## config.mk

```make
export PLATFORM = sky130hd
export DESIGN_NAME = regfile_wb_writer
export DESIGN_NICKNAME = d
export VERILOG_FILES = /design/src/rtl/regfile_wb_writer.sv
export SDC_FILE = /design/constraint.sdc
export NUM_CORES = 1
export LEC_CHECK = 0
export CAP_MARGIN = 10
export CORE_MARGIN = 5
export CORE_UTILIZATION = 25
export CTS_CLUSTER_DIAMETER = 120
export DETAILED_ROUTE_END_ITERATION = 16
export PLACE_DENSITY = 0.54
export SLEW_MARGIN = 15
export SYNTH_ARGS = -nofsm -noshare
export SYNTH_HDL_FRONTEND = slang
export SYNTH_SLANG_ARGS = --single-unit
```

## constraint.sdc

```tcl
create_clock -name clk -period 2.7 [get_ports clk]
set_input_delay 0.54 -clock clk [delete_from_list [all_inputs] [get_ports clk]]
set_output_delay 0.54 -clock clk [all_outputs]
set_load 0.01 [all_outputs]
```

## src/rtl/regfile_wb_writer.sv

```systemverilog
// Writeback stage: arbitrates ALU/LSU/MDU results onto the regfile write port.
// Optional REGFILE_WB_FORWARD_EN adds a same-cycle bypass read port.
module regfile_wb_writer #(
  parameter int XLEN = 32
) (
  input  logic            clk,
  input  logic            rst,
  input  logic            alu_valid,
  input  logic [4:0]      alu_rd,
  input  logic [XLEN-1:0] alu_data,
  input  logic            lsu_valid,
  output logic            lsu_ready,
  input  logic [4:0]      lsu_rd,
  input  logic [XLEN-1:0] lsu_data,
  input  logic            mdu_valid,
  output logic            mdu_ready,
  input  logic [4:0]      mdu_rd,
  input  logic [XLEN-1:0] mdu_data,
  input  logic            alloc_valid,
  input  logic [4:0]      alloc_rd,
  output logic [31:0]     busy,
  output logic [4:0]      rd,
  output logic [XLEN-1:0] data_des,
  output logic            data_valid
`ifdef REGFILE_WB_FORWARD_EN
  ,
  input  logic [4:0]      fwd_rs,
  output logic            fwd_hit,
  output logic [XLEN-1:0] fwd_data
`endif
);

  localparam logic GNT_LSU = 1'b0;
  localparam logic GNT_MDU = 1'b1;

  logic            last_grant;
  logic            lsu_win;
  logic            mdu_win;
  logic            win_valid;
  logic [4:0]      win_rd;
  logic [XLEN-1:0] win_data;
  logic [31:0]     set_mask;
  logic [31:0]     clr_mask;
  logic [31:0]     busy_next;

  // On a tie the source not granted last wins
  assign lsu_win = !alu_valid && lsu_valid &&
                   (!mdu_valid || last_grant == GNT_MDU);
  assign mdu_win = !alu_valid && mdu_valid &&
                   (!lsu_valid || last_grant == GNT_LSU);

  assign lsu_ready = lsu_win;
  assign mdu_ready = mdu_win;

  always_comb begin
    win_valid = 1'b0;
    win_rd    = '0;
    win_data  = '0;
    unique case (1'b1)
      alu_valid: begin
        win_valid = 1'b1;
        win_rd    = alu_rd;
        win_data  = alu_data;
      end
      lsu_win: begin
        win_valid = 1'b1;
        win_rd    = lsu_rd;
        win_data  = lsu_data;
      end
      mdu_win: begin
        win_valid = 1'b1;
        win_rd    = mdu_rd;
        win_data  = mdu_data;
      end
      default: ;
    endcase
  end

  always_ff @(posedge clk or negedge rst) begin
    if (!rst) begin
      last_grant <= GNT_MDU;
    end else if (lsu_win) begin
      last_grant <= GNT_LSU;
    end else if (mdu_win) begin
      last_grant <= GNT_MDU;
    end
  end

  always_ff @(posedge clk or negedge rst) begin
    if (!rst) begin
      rd         <= '0;
      data_des   <= '0;
      data_valid <= 1'b0;
    end else if (win_valid && win_rd != 5'd0) begin
      rd         <= win_rd;
      data_des   <= win_data;
      data_valid <= 1'b1;
    end else begin
      data_valid <= 1'b0;
    end
  end

  // Set is applied after clear so a same-edge realloc keeps the bit
  always_comb begin
    set_mask = '0;
    clr_mask = '0;
    if (alloc_valid && alloc_rd != 5'd0) begin
      set_mask[alloc_rd] = 1'b1;
    end
    if (data_valid) begin
      clr_mask[rd] = 1'b1;
    end
    busy_next    = (busy & ~clr_mask) | set_mask;
    busy_next[0] = 1'b0;
  end

  always_ff @(posedge clk or negedge rst) begin
    if (!rst) begin
      busy <= '0;
    end else begin
      busy <= busy_next;
    end
  end

`ifdef REGFILE_WB_FORWARD_EN
  assign fwd_hit  = data_valid && (rd == fwd_rs) && (fwd_rs != 5'd0);
  assign fwd_data = data_des;
`endif

endmodule
```

==> results of run 1 <==
[sequential cells by signal, indices dropped and copies added (netlist names)]
name,count
busy,31
rd,5
data_valid,1
last_grant,1
data_des,32
[placed cells by master (no fill, tap or decap)]
cell             synthesis  final
clkbuf_8                 0      1
mux2i_1                 33     33
nor3b_2                  0      1
clkbuf_16                0      9
bufinv_16                0      2
buf_4                    2     12
o21a_1                   1      1
a221oi_1                 1      1
clkinv_2                 0      2
buf_12                   0      1
and2_4                   1      1
clkinvlp_4               0      2
a222oi_1                37     37
o22a_1                   1      1
nand3b_1                 5      5
diode_2                  0      1
or3_1                    3      3
o21ai_0                 65     65
conb_1                   1      1
dfrtp_1                 69     69
nand4_1                  1      1
or2_2                    2      2
nand3_1                 11     11
clkdlybuf4s50_1          0    191
nor2_1                   3      3
dfstp_2                  1      1
nand2_1                  6      6
o21ai_1                  1      1
nor2b_1                  2      2
inv_1                   36     36
or3b_2                   2      2
[final timing paths]
kind / startpoint / slack (ps) / cells past startpoint / endpoint
setup / recovery: alu_valid / 100 / 4 / mdu_ready
hold / removal: rst / 320 / 1 / rd[0]
setup reg to reg: last_grant / 650 / 6 / data_des[30]
hold reg to reg: busy[25] / 510 / 2 / busy[25]
max in group asynchronous: rst / 1770 / 1 / data_des[30]
min in group clk: busy[25] / 510 / 2 / busy[25]
[layout make-up]
type | count | share of cell area (%)
inverters | 36 | 2.36
diodes | 1 | 0.0437
repair buffers | 204 | 35.3
clock inverters | 6 | 1.49
multi-input cells | 177 | 22.3
well taps | 172 | 3.76
clock buffers | 10 | 4.17
flip-flops and latches | 70 | 30.6
[worst register-to-register path: stages (launching register included)]
cell      delay, ps
dfstp_2         540
nand2_1          70
and2_4          200
a222oi_1        400
nand4_1         300
buf_12          260
mux2i_1         140
[through the flow]
stage | instances | cell area (sq um)
global placement | 659 | 5400
floorplan | 300 | 3260
CTS | 675 | 5720
detailed placement | 659 | 5400
global route | 676 | 5730
finish | 676 | 5730
[logic make-up (layout without fill, tap and decap cells)]
family / Yosys count / count (layout) / synth area share [%]
AOI/OAI and AO/OA: 106 / 106 / 22.3
DFF: 70 / 70 / 53.8
buffers and inverters: 53 / 256 / 7.29
and+or+nand+nor: 37 / 37 / 6.45
muxes: 33 / 33 / 10.1
other: 1 / 2 / 0.115
[power breakdown]
group / total [uW] / switching, uW / internal (uW)
Clock: 1280 / 451 / 830
Combinational: 1460 / 610 / 853
Sequential: 1540 / 185 / 1360
Total: 4290 / 1250 / 3040
[metal layers]
metal / vias up / GRT usage, % / wire, um
li1: 1535 / - / -
met1: 1556 / 17.8 / 4770
met2: 187 / 26.1 / 5950
met3: 25 / 5.79 / 1190
met4: 2 / 6.77 / 355
met5: - / 0 / 13
==> metrics.cfg, run 1 <==
[outcome]
outcome = completed

[clock_tree]
clock-sinks = 70
clk_latency_ps = 330
cts_made_buffers = 9
cts_setup_buffers = 0
hold_buffers = 0
clk_pin_slew_ps = 60
cts_max_level = 3
cts-resized-gates = 0
clk_path_buf_depth = 2
cts_tree = done
root_buffer = clkbuf_16

[sta]
maxSlewViolCount = 0
timing.final.hold_violations = 0
fin_crit_ps = 2600
setup_viol = 0
max_freq_mhz = 385
tightest_slew_ps = 901
setup_tns_ps = 0
rsz0062_at_grt = false
max-slew-margin-rel_pct = 40.0
timing.final.ws_setup_ps = 99.5
holdWs_ps = 324
skew_ps = 5.11
fin_crit_sh_pct = 96.3

[cells_and_area]
final_layout_size_suffix_gt1_share_pct = 7.16
fill_cells = 1250
ff_latch_area_sq_mm = 0.00175
multi_input_area_sq_mm = 0.00127
syn_to_final_growth_pct = 75.6
post-route-util_pct = 45.0
nNetsFinal = 620

[min_path]
hold_class = input port to asynchronous set/reset pin

[synth]
synth_edf_count = 0
seq_area_frac_synth_pct = 53.8
synthFlopType = dfrtp_1
syn-cell-area_sq_mm = 0.00326
synth-async-reset-ratio_pct = 100
synth_warnings = 0
synthDistinctLibCells = 27
ys_seq_elements = 70
ys_top_cells_by_count = dfrtp_1, o21ai_0, a222oi_1
yosysMostFrequentCell = dfrtp_1
yosysTopAreaCellShare_pct = 53.0
synth_area_leaders = dfrtp_1, a222oi_1, mux2i_1
synth_cells = 300
synth_fp_nets = 422
synth_area_leader_cell = dfrtp_1
avgSynthCellArea_sq_um = 10.9

[setup_path]
critPathSlowestCell = clkdlybuf4s50_1
critPathMaxFanout = 13
cp_cell_sequence = clkdlybuf4s50_1, nor2b_1, and2_4, clkdlybuf4s50_1
worstPathArrival_ps = 2060
crit_path_frequent_cell = clkdlybuf4s50_1
cp-end-kind = output pin
cpLargestDelayFamily = buffers and inverters
start_kind = input port
worstSetupPathType = input port to output pin
worst-path-buf-inv = 2
slowest_delay_ps = 580
critPathRequiredTime_ps = 2160

[power_and_ir_drop]
power_density_mw_per_mm2 = 748
total_power_uw = 4290
leakage_uw = 0.00247
ir_worst_vdd_uv = 265

[route]
vias_per_cell = 4.89
drc = 0
routed_wl_um = 12300
ant_nets = 0
first_pass_iters = 7
num_vias = 3305
drt_iter0_drc = 294
wl_per_cell_um = 18.2

[grt]
grt_pass1_wl_um = 19300
grt_antenna_before_repair = 2
grt_usage_pct = 15.6
grt.overflow.total = 0
grt_pass1_vias = 3563
grt_max_degree = 71

[floorplan]
rows = 41
initial_core_util_pct = 25.6
core_area_sq_mm = 0.0127
die_area_sq_mm = 0.0154
io_pins = 194
die_height_um = 124
fp.dieW_um = 124

[placed_design]
dp_hpwl_um = 9680
pre_cts_slack_ps = 52.0
io_buffer_count = 192
gp_congestion = 0.823

[run]
cap_violations = 0

(Power assumes the default switching activity.)
==> run 2: changes to the inputs <==
--- a/config.mk
+++ b/config.mk
@@ -6,12 +6,13 @@
 export NUM_CORES = 1
 export LEC_CHECK = 0
 export CAP_MARGIN = 10
+export CELL_PAD_IN_SITES_DETAIL_PLACEMENT = 2
+export CELL_PAD_IN_SITES_GLOBAL_PLACEMENT = 2
 export CORE_MARGIN = 5
-export CORE_UTILIZATION = 25
+export CORE_UTILIZATION = 19
 export CTS_CLUSTER_DIAMETER = 120
 export DETAILED_ROUTE_END_ITERATION = 16
-export PLACE_DENSITY = 0.54
-export SLEW_MARGIN = 15
+export PLACE_DENSITY = 0.73
 export SYNTH_ARGS = -nofsm -noshare
 export SYNTH_HDL_FRONTEND = slang
 export SYNTH_SLANG_ARGS = --single-unit
==> constraint.sdc (replaced) <==
create_clock -name clk -period 2.2 [get_ports clk]
set_input_delay 0.44 -clock clk [delete_from_list [all_inputs] [get_ports clk]]
set_output_delay 0.44 -clock clk [all_outputs]
set_load 0.01 [all_outputs]
==> run 2 against run 1 <==
The flow now finishes with violations (negative setup slack). Via count up 4.3%. Worst setup slack worse by 170 ps. Hold slack worse by 210 ps. Sequential share of layout area down 0.80 points. Global-route usage down 1.2 points. Total power up 24%.
==> metrics.cfg, run 2 (synthesis results as in run 1) <==
[cells_and_area]
nNetsFinal = 631  ; +1.8%
syn_to_final_growth_pct = 80.4
diodes = 0  ; -1
final_layout_size_suffix_gt1_share_pct = 9.34  ; +2.2 points
fill_cells = 1815  ; +45%
final_common_cell = clkdlybuf4s50_1
max_flop_register = data_des
top_regs = data_des: 32 flops, busy: 31 flops, rd: 5 flops
final_cell_mix = clkdlybuf4s50_1, dfrtp_1, o21ai_0, a222oi_1, inv_1
post-route-util_pct = 34.5  ; -11 points
largest_reg_flops = 32  ; unchanged

[setup_path]
worst-path-buf-inv = 3  ; +1
critPathSlowestCell = clkdlybuf4s50_1
critPathRequiredTime_ps = 2400  ; +240 ps
critPathMaxFanout = 16  ; +3
reg2reg_from = last_grant
cpLargestDelayFamily = buffers and inverters
worstSetupPathType = input port to flip-flop
slowest_delay_ps = 540  ; -40 ps
crit_cells = 8  ; +4
r2r_cells = 7  ; +1
cp-end-kind = flip-flop
cp_cell_sequence = clkdlybuf4s50_1, nor2b_1, and2_4, a222oi_1, nand4_1, buf_6, clkbuf_16, mux2i_1
worstPathArrival_ps = 2470  ; +410 ps
cp-startpoint = alu_valid
start_kind = input port

[clock_tree]
clk_pin_slew_ps = 70  ; about the same
cts_tree = done
cts_made_buffers = 9  ; unchanged
clk_path_buf_depth = 2  ; unchanged
clock-sinks = 70  ; unchanged
hold_buffers = 0  ; unchanged
cts_max_level = 3  ; unchanged
clk_latency_ps = 330  ; about the same
root_buffer = clkbuf_16

[placed_design]
io_buffer_count = 192  ; unchanged
gp_congestion = 0.756  ; -8.1%
dp_hpwl_um = 11700  ; +21%

[floorplan]
die_area_sq_mm = 0.0199  ; +29%
io_pins = 194  ; unchanged
fp.dieW_um = 141  ; +14%
die_height_um = 141  ; +14%
rows = 48  ; +17%
initial_core_util_pct = 19.1  ; -6.5 points
core_area_sq_mm = 0.0171  ; +34%

[sta]
timing.final.hold_violations = 0  ; unchanged
fin_crit_ps = 2270
fin_crit_sh_pct = 103
timing.final.ws_setup_ps = -69.0  ; -168 ps
setup_viol = 32  ; +32
max-slew-margin-rel_pct = 59.1  ; +19 points
tightest_slew_ps = 613  ; -287 ps
setup_tns_ps = -1500  ; -1500 ps
skew_ps = 12.2  ; +7.13 ps
max_freq_mhz = 441
maxSlewViolCount = 0  ; unchanged

[outcome]
failed_checks = negative setup slack
outcome = complete, but fails checks

[grt]
grt_usage_pct = 14.4  ; -1.2 points
grt_antenna_before_repair = 0  ; -2
grt_pass1_wl_um = 22400  ; +16%
grt_pass1_vias = 4015  ; +13%
grt_max_degree = 46  ; -35%
grt.overflow.total = 0  ; unchanged

[power_and_ir_drop]
p_int_uw = 3650  ; +20%
seqPwrFrac_pct = 35.9  ; about the same
switching_share_pct = 31.2  ; +2.1 points
power_density_mw_per_mm2 = 902  ; +20%
ir_worst_vdd_uv = 324  ; +22%
pwr-share-clk_pct = 28.3  ; -1.6 points
leakage_uw = 0.00254  ; +2.8%
p_switching_uw = 1650  ; +33%
p_comb_share_pct = 35.8  ; +1.7 points

[route]
num_vias = 3447  ; +4.3%
ant_nets = 0  ; unchanged
drc = 0  ; unchanged
drt_iter0_drc = 202  ; -31%
vias_per_cell = 4.66  ; -4.6%
wl_per_cell_um = 20.2  ; +11%
routed_wl_um = 14900  ; +22%
first_pass_iters = 7  ; unchanged

[min_path]
hold_class = input port to asynchronous set/reset pin

[run]
cap_violations = 0  ; unchanged

-- run 2: changes by cell type in the layout (fill, tap and decap cells not counted), moves of 2 or more --
cell             delta
clkinvlp_4          -2
clkdlybuf4s50_1     -2
buf_6               +2
dlygate4sd2_1       +2
buf_4               +8
-- run 2: final timing paths --
check | end | slack [ps]
worst max-delay path | data_des[23] | -70
worst min-delay path | data_des[18] | 120
worst min register to register | data_des[6] | 520
worst max register to register | data_des[23] | 60
min in group clk | data_des[6] | 520
max in group asynchronous | data_des[10] | 1410
-- run 2: routing by layer --
| metal | part of all wire (%) | global-route usage, % | vias up | wire, um |
|---|---|---|---|---|
| met5 | 0 | 0 | - | 0 |
| met4 | 1.3 | 4.03 | 0 | 191 |
| met3 | 8.5 | 5.33 | 15 | 1270 |
| met2 | 51 | 25.2 | 152 | 7610 |
| met1 | 39 | 16.4 | 1728 | 5870 |
| li1 | - | - | 1552 | - |
-- run 2: what timing repair did --
action | 4_1_cts | 5_1_grt
pin swaps | 0 | 4
gates cloned | 0 | 1
endpoints found under the setup margin | 2 | 32
buffers inserted | 0 | 3
resized for setup | 2 | 4
endpoints found under the hold margin | 0 | 0
-- run 2: power by group through the flow --
stage	clock, uW	sequential, uW	combinational [uW]
floorplan	0	2040	455
CTS	1540	1920	1920
global placement	0	1900	1830
finish	1500	1910	1900
detailed placement	0	1940	1910
global route	1600	1960	2040
-- run 2: layout make-up --
class | count | area, sq um | area share [%]
tap | 225 | 282 | 4.79
timing repair buffer | 215 | 2130 | 36.2
sequential | 70 | 1750 | 29.8
clock buffer | 11 | 243 | 4.13
multi-input combinational | 177 | 1280 | 21.8
clock inverter | 5 | 57.6 | 0.979
inverter | 36 | 135 | 2.30
-- run 2: through the flow --
stage,hold WS (ps),total power (uW),worst slack [ps],cells,cell area [sq um]
after floorplan,144,2500,280,300,3260
after global placement,478,3740,-196,719,5520
after detailed placement,506,3850,-327,719,5520
after CTS,141,5380,26.0,735,5820
after global routing,158,5590,-87.8,739,5880
final,115,5300,-69.0,739,5880
==> run 3: changes to the inputs <==
--- a/config.mk
+++ b/config.mk
@@ -5,6 +5,7 @@
 export SDC_FILE = /design/constraint.sdc
 export NUM_CORES = 1
 export LEC_CHECK = 0
+export ABC_AREA = 1
 export CAP_MARGIN = 10
 export CELL_PAD_IN_SITES_DETAIL_PLACEMENT = 2
 export CELL_PAD_IN_SITES_GLOBAL_PLACEMENT = 2
@@ -12,7 +13,7 @@
 export CORE_UTILIZATION = 19
 export CTS_CLUSTER_DIAMETER = 120
 export DETAILED_ROUTE_END_ITERATION = 16
-export PLACE_DENSITY = 0.73
+export PLACE_DENSITY = 0.75
 export SYNTH_ARGS = -nofsm -noshare
 export SYNTH_HDL_FRONTEND = slang
 export SYNTH_SLANG_ARGS = --single-unit
==> run 3 against run 2 <==
The flow now finishes without violations. Wire length is 14% higher. Sequential power is 2% lower. Fmax is 6.0% higher.
==> metrics.cfg, run 3 <==
[outcome]
outcome = completed

[power_and_ir_drop]
pwr-share-clk_pct = 28.6  ; +0.3 points
power_density_mw_per_mm2 = 844  ; -6.3%
switching_share_pct = 32.5  ; +1.3 points
p_switching_uw = 1700  ; +2.7%
leakage_uw = 0.00265  ; +4.4%
p_int_uw = 3520  ; -3.5%
seqPwrFrac_pct = 35.9  ; about the same
p_comb_share_pct = 35.5  ; -0.3 points
ir_worst_vdd_uv = 367  ; +13%

[cells_and_area]
final_area_sq_mm = 0.00618  ; +5.1%
top_regs = data_des: 32 flops, busy: 31 flops, rd: 5 flops
largest_reg_flops = 32  ; unchanged
max_flop_register = data_des
multi_input_area_sq_mm = 0.00165  ; +28%
fill_cells = 2143  ; +18%
final_layout_size_suffix_gt1_share_pct = 7.49  ; -1.9 points
final_cell_mix = clkdlybuf4s50_1, nand2_1, dfrtp_1, o21ai_0, nand3_1
nNetsFinal = 785  ; +24%
syn_to_final_growth_pct = 69.1
post-route-util_pct = 32.8  ; -1.7 points
ff_latch_area_sq_mm = 0.00175  ; unchanged
final_common_cell = clkdlybuf4s50_1

[clock_tree]
cts_made_buffers = 9  ; unchanged
clk_pin_slew_ps = 60  ; about the same
clk_latency_ps = 350  ; +20 ps
clk_path_buf_depth = 2  ; unchanged
cts_setup_buffers = 0  ; unchanged
root_buffer = clkbuf_16
cts_tree = done
cts_max_level = 3  ; unchanged
clock-sinks = 70  ; unchanged

[synth]
synthDistinctLibCells = 20  ; -26%
ys_seq_elements = 70  ; unchanged
synth_warnings = 0  ; unchanged
avgSynthCellArea_sq_um = 7.81  ; -28%
yosysTopAreaCellShare_pct = 47.3  ; -5.7 points
synth_fp_nets = 590  ; +40%
synth_edf_count = 0  ; unchanged
syn-cell-area_sq_mm = 0.00365  ; +12%
synth_area_leader_cell = dfrtp_1
seq_area_frac_synth_pct = 48.0  ; -5.8 points
yosysMostFrequentCell = nand2_1
synthFlopType = dfrtp_1
synth-async-reset-ratio_pct = 100  ; unchanged
ys_top_cells_by_count = nand2_1, dfrtp_1, o21ai_0
synth_area_leaders = dfrtp_1, nand2_1, o21ai_0
synth_cells = 468  ; +56%

[setup_path]
worstPathArrival_ps = 1700  ; -770 ps
start_kind = input port
r2r_slack_ps = 500  ; +440 ps
cp-end-kind = output pin
critPathMaxFanout = 7  ; -9
critPathRequiredTime_ps = 1760  ; -640 ps
worstSetupPathType = input port to output pin

[route]
ant_nets = 0  ; unchanged
first_pass_iters = 4  ; -3
num_vias = 4231  ; +23%
routed_wl_um = 17100  ; +14%
drc = 0  ; unchanged
drt_iter0_drc = 120  ; -41%
vias_per_cell = 4.55  ; -2.4%
wl_per_cell_um = 18.4  ; -9.1%

[floorplan]
initial_core_util_pct = 19.4  ; +0.29 points
fp.dieW_um = 149  ; +5.4%
core_area_sq_mm = 0.0188  ; +10%
die_height_um = 149  ; +5.4%
io_pins = 194  ; unchanged
die_area_sq_mm = 0.0221  ; +11%
rows = 50  ; +4.2%

[sta]
setup_viol = 0  ; -100%
rsz0062_at_grt = true
tightest_slew_ps = 587  ; -26.3 ps
fin_crit_ps = 2140  ; -128 ps
skew_ps = 4.61  ; -7.63 ps
holdWs_ps = 90.6  ; -24.7 ps
maxSlewViolCount = 0  ; unchanged
fin_crit_sh_pct = 97.3  ; -5.8 points
timing.final.hold_violations = 0  ; unchanged
max-slew-margin-rel_pct = 60.9  ; +1.8 points
max_freq_mhz = 467  ; +6.0%

[grt]
grt_usage_pct = 15.7  ; +1.3 points
grt_pass1_wl_um = 27200  ; +21%
grt.overflow.total = 0  ; unchanged
grt_max_degree = 43  ; -6.5%
grt_pass1_vias = 4874  ; +21%
grt_antenna_before_repair = 1  ; +1

[placed_design]
dp_hpwl_um = 13600  ; +16%
gp_congestion = 0.845  ; +12%
dpl_cell_area_sq_mm = 0.00587  ; +6.3%
io_buffer_count = 192  ; unchanged

[min_path]
hold_class = input port to asynchronous set/reset pin

[run]
cap_violations = 0  ; unchanged

==> run 3: worst paths after layout <==
path / startpoint / endpoint / cells after the start
worst min register to register: busy[27] / busy[27] / 2
max in group asynchronous: rst / busy[7] / 2
worst max register to register: last_grant / data_des[14] / 7
worst max-delay path: lsu_valid / lsu_ready / 5
min in group clk: busy[27] / busy[27] / 2
worst min-delay path: rst / busy[24] / 1
==> run 3: routing by layer <==
layer  wire (um)  vias to the layer above  track usage (%)
met4         220                        2             4.94
met5          13                        -                0
li1            -                     1973                -
met3        1810                       19             7.31
met2        8400                      161             27.0
met1        6630                     2076             17.2
==> run 3: what timing repair did <==
| item | CTS | global route |
|---|---|---|
| resized for setup | 4 | 3 |
| endpoints found under the setup margin | 2 | 31 |
| hold buffers | 0 | 0 |
==> run 3: cell type report <==
cell class | count | area share (%)
Tap cell | 260 | 5.26
Timing Repair Buffer | 211 | 33.7
Antenna cell | 1 | 0.0405
Clock inverter | 5 | 0.952
Sequential cell | 70 | 28.4
Multi-Input combinational cell | 353 | 26.6
Clock buffer | 11 | 3.93
Inverter | 18 | 1.09
==> run 3: logic make-up after synthesis <==
logic type | count (synthesis) | synth area share, %
AOI/OAI and AO/OA | 64 | 8.77
buffers and inverters | 45 | 7.23
DFF | 70 | 48.0
other | 1 | 0.103
and+or+nand+nor | 288 | 35.9
==> run 3: stage by stage <==
step	power, uW	TNS (ps)	setup WS, ps	cells
6_report	5220	0	59.1	929
3_5_place_dp	3770	-8950	-313	912
3_3_place_gp	3670	-5090	-307	912
4_1_cts	5300	0	40.5	928
2_1_floorplan	2490	0	655	468
5_1_grt	5510	-11.6	-11.6	928
==> run 3: power by group through the flow <==
stage / Sequential (uW) / Combinational [uW] / Clock [uW]
global route: 1920 / 2020 / 1580
detailed placement: 1900 / 1880 / 0
finish: 1870 / 1850 / 1490
floorplan: 1990 / 507 / 0
global placement: 1880 / 1790 / 0
CTS: 1880 / 1890 / 1540
==> run 3: critical path, cell delays in order <==
cell and delay [ps]:
clkdlybuf4s50_1 480, inv_1 60, nor2_2 240, and2_1 200, clkdlybuf4s15_2 270
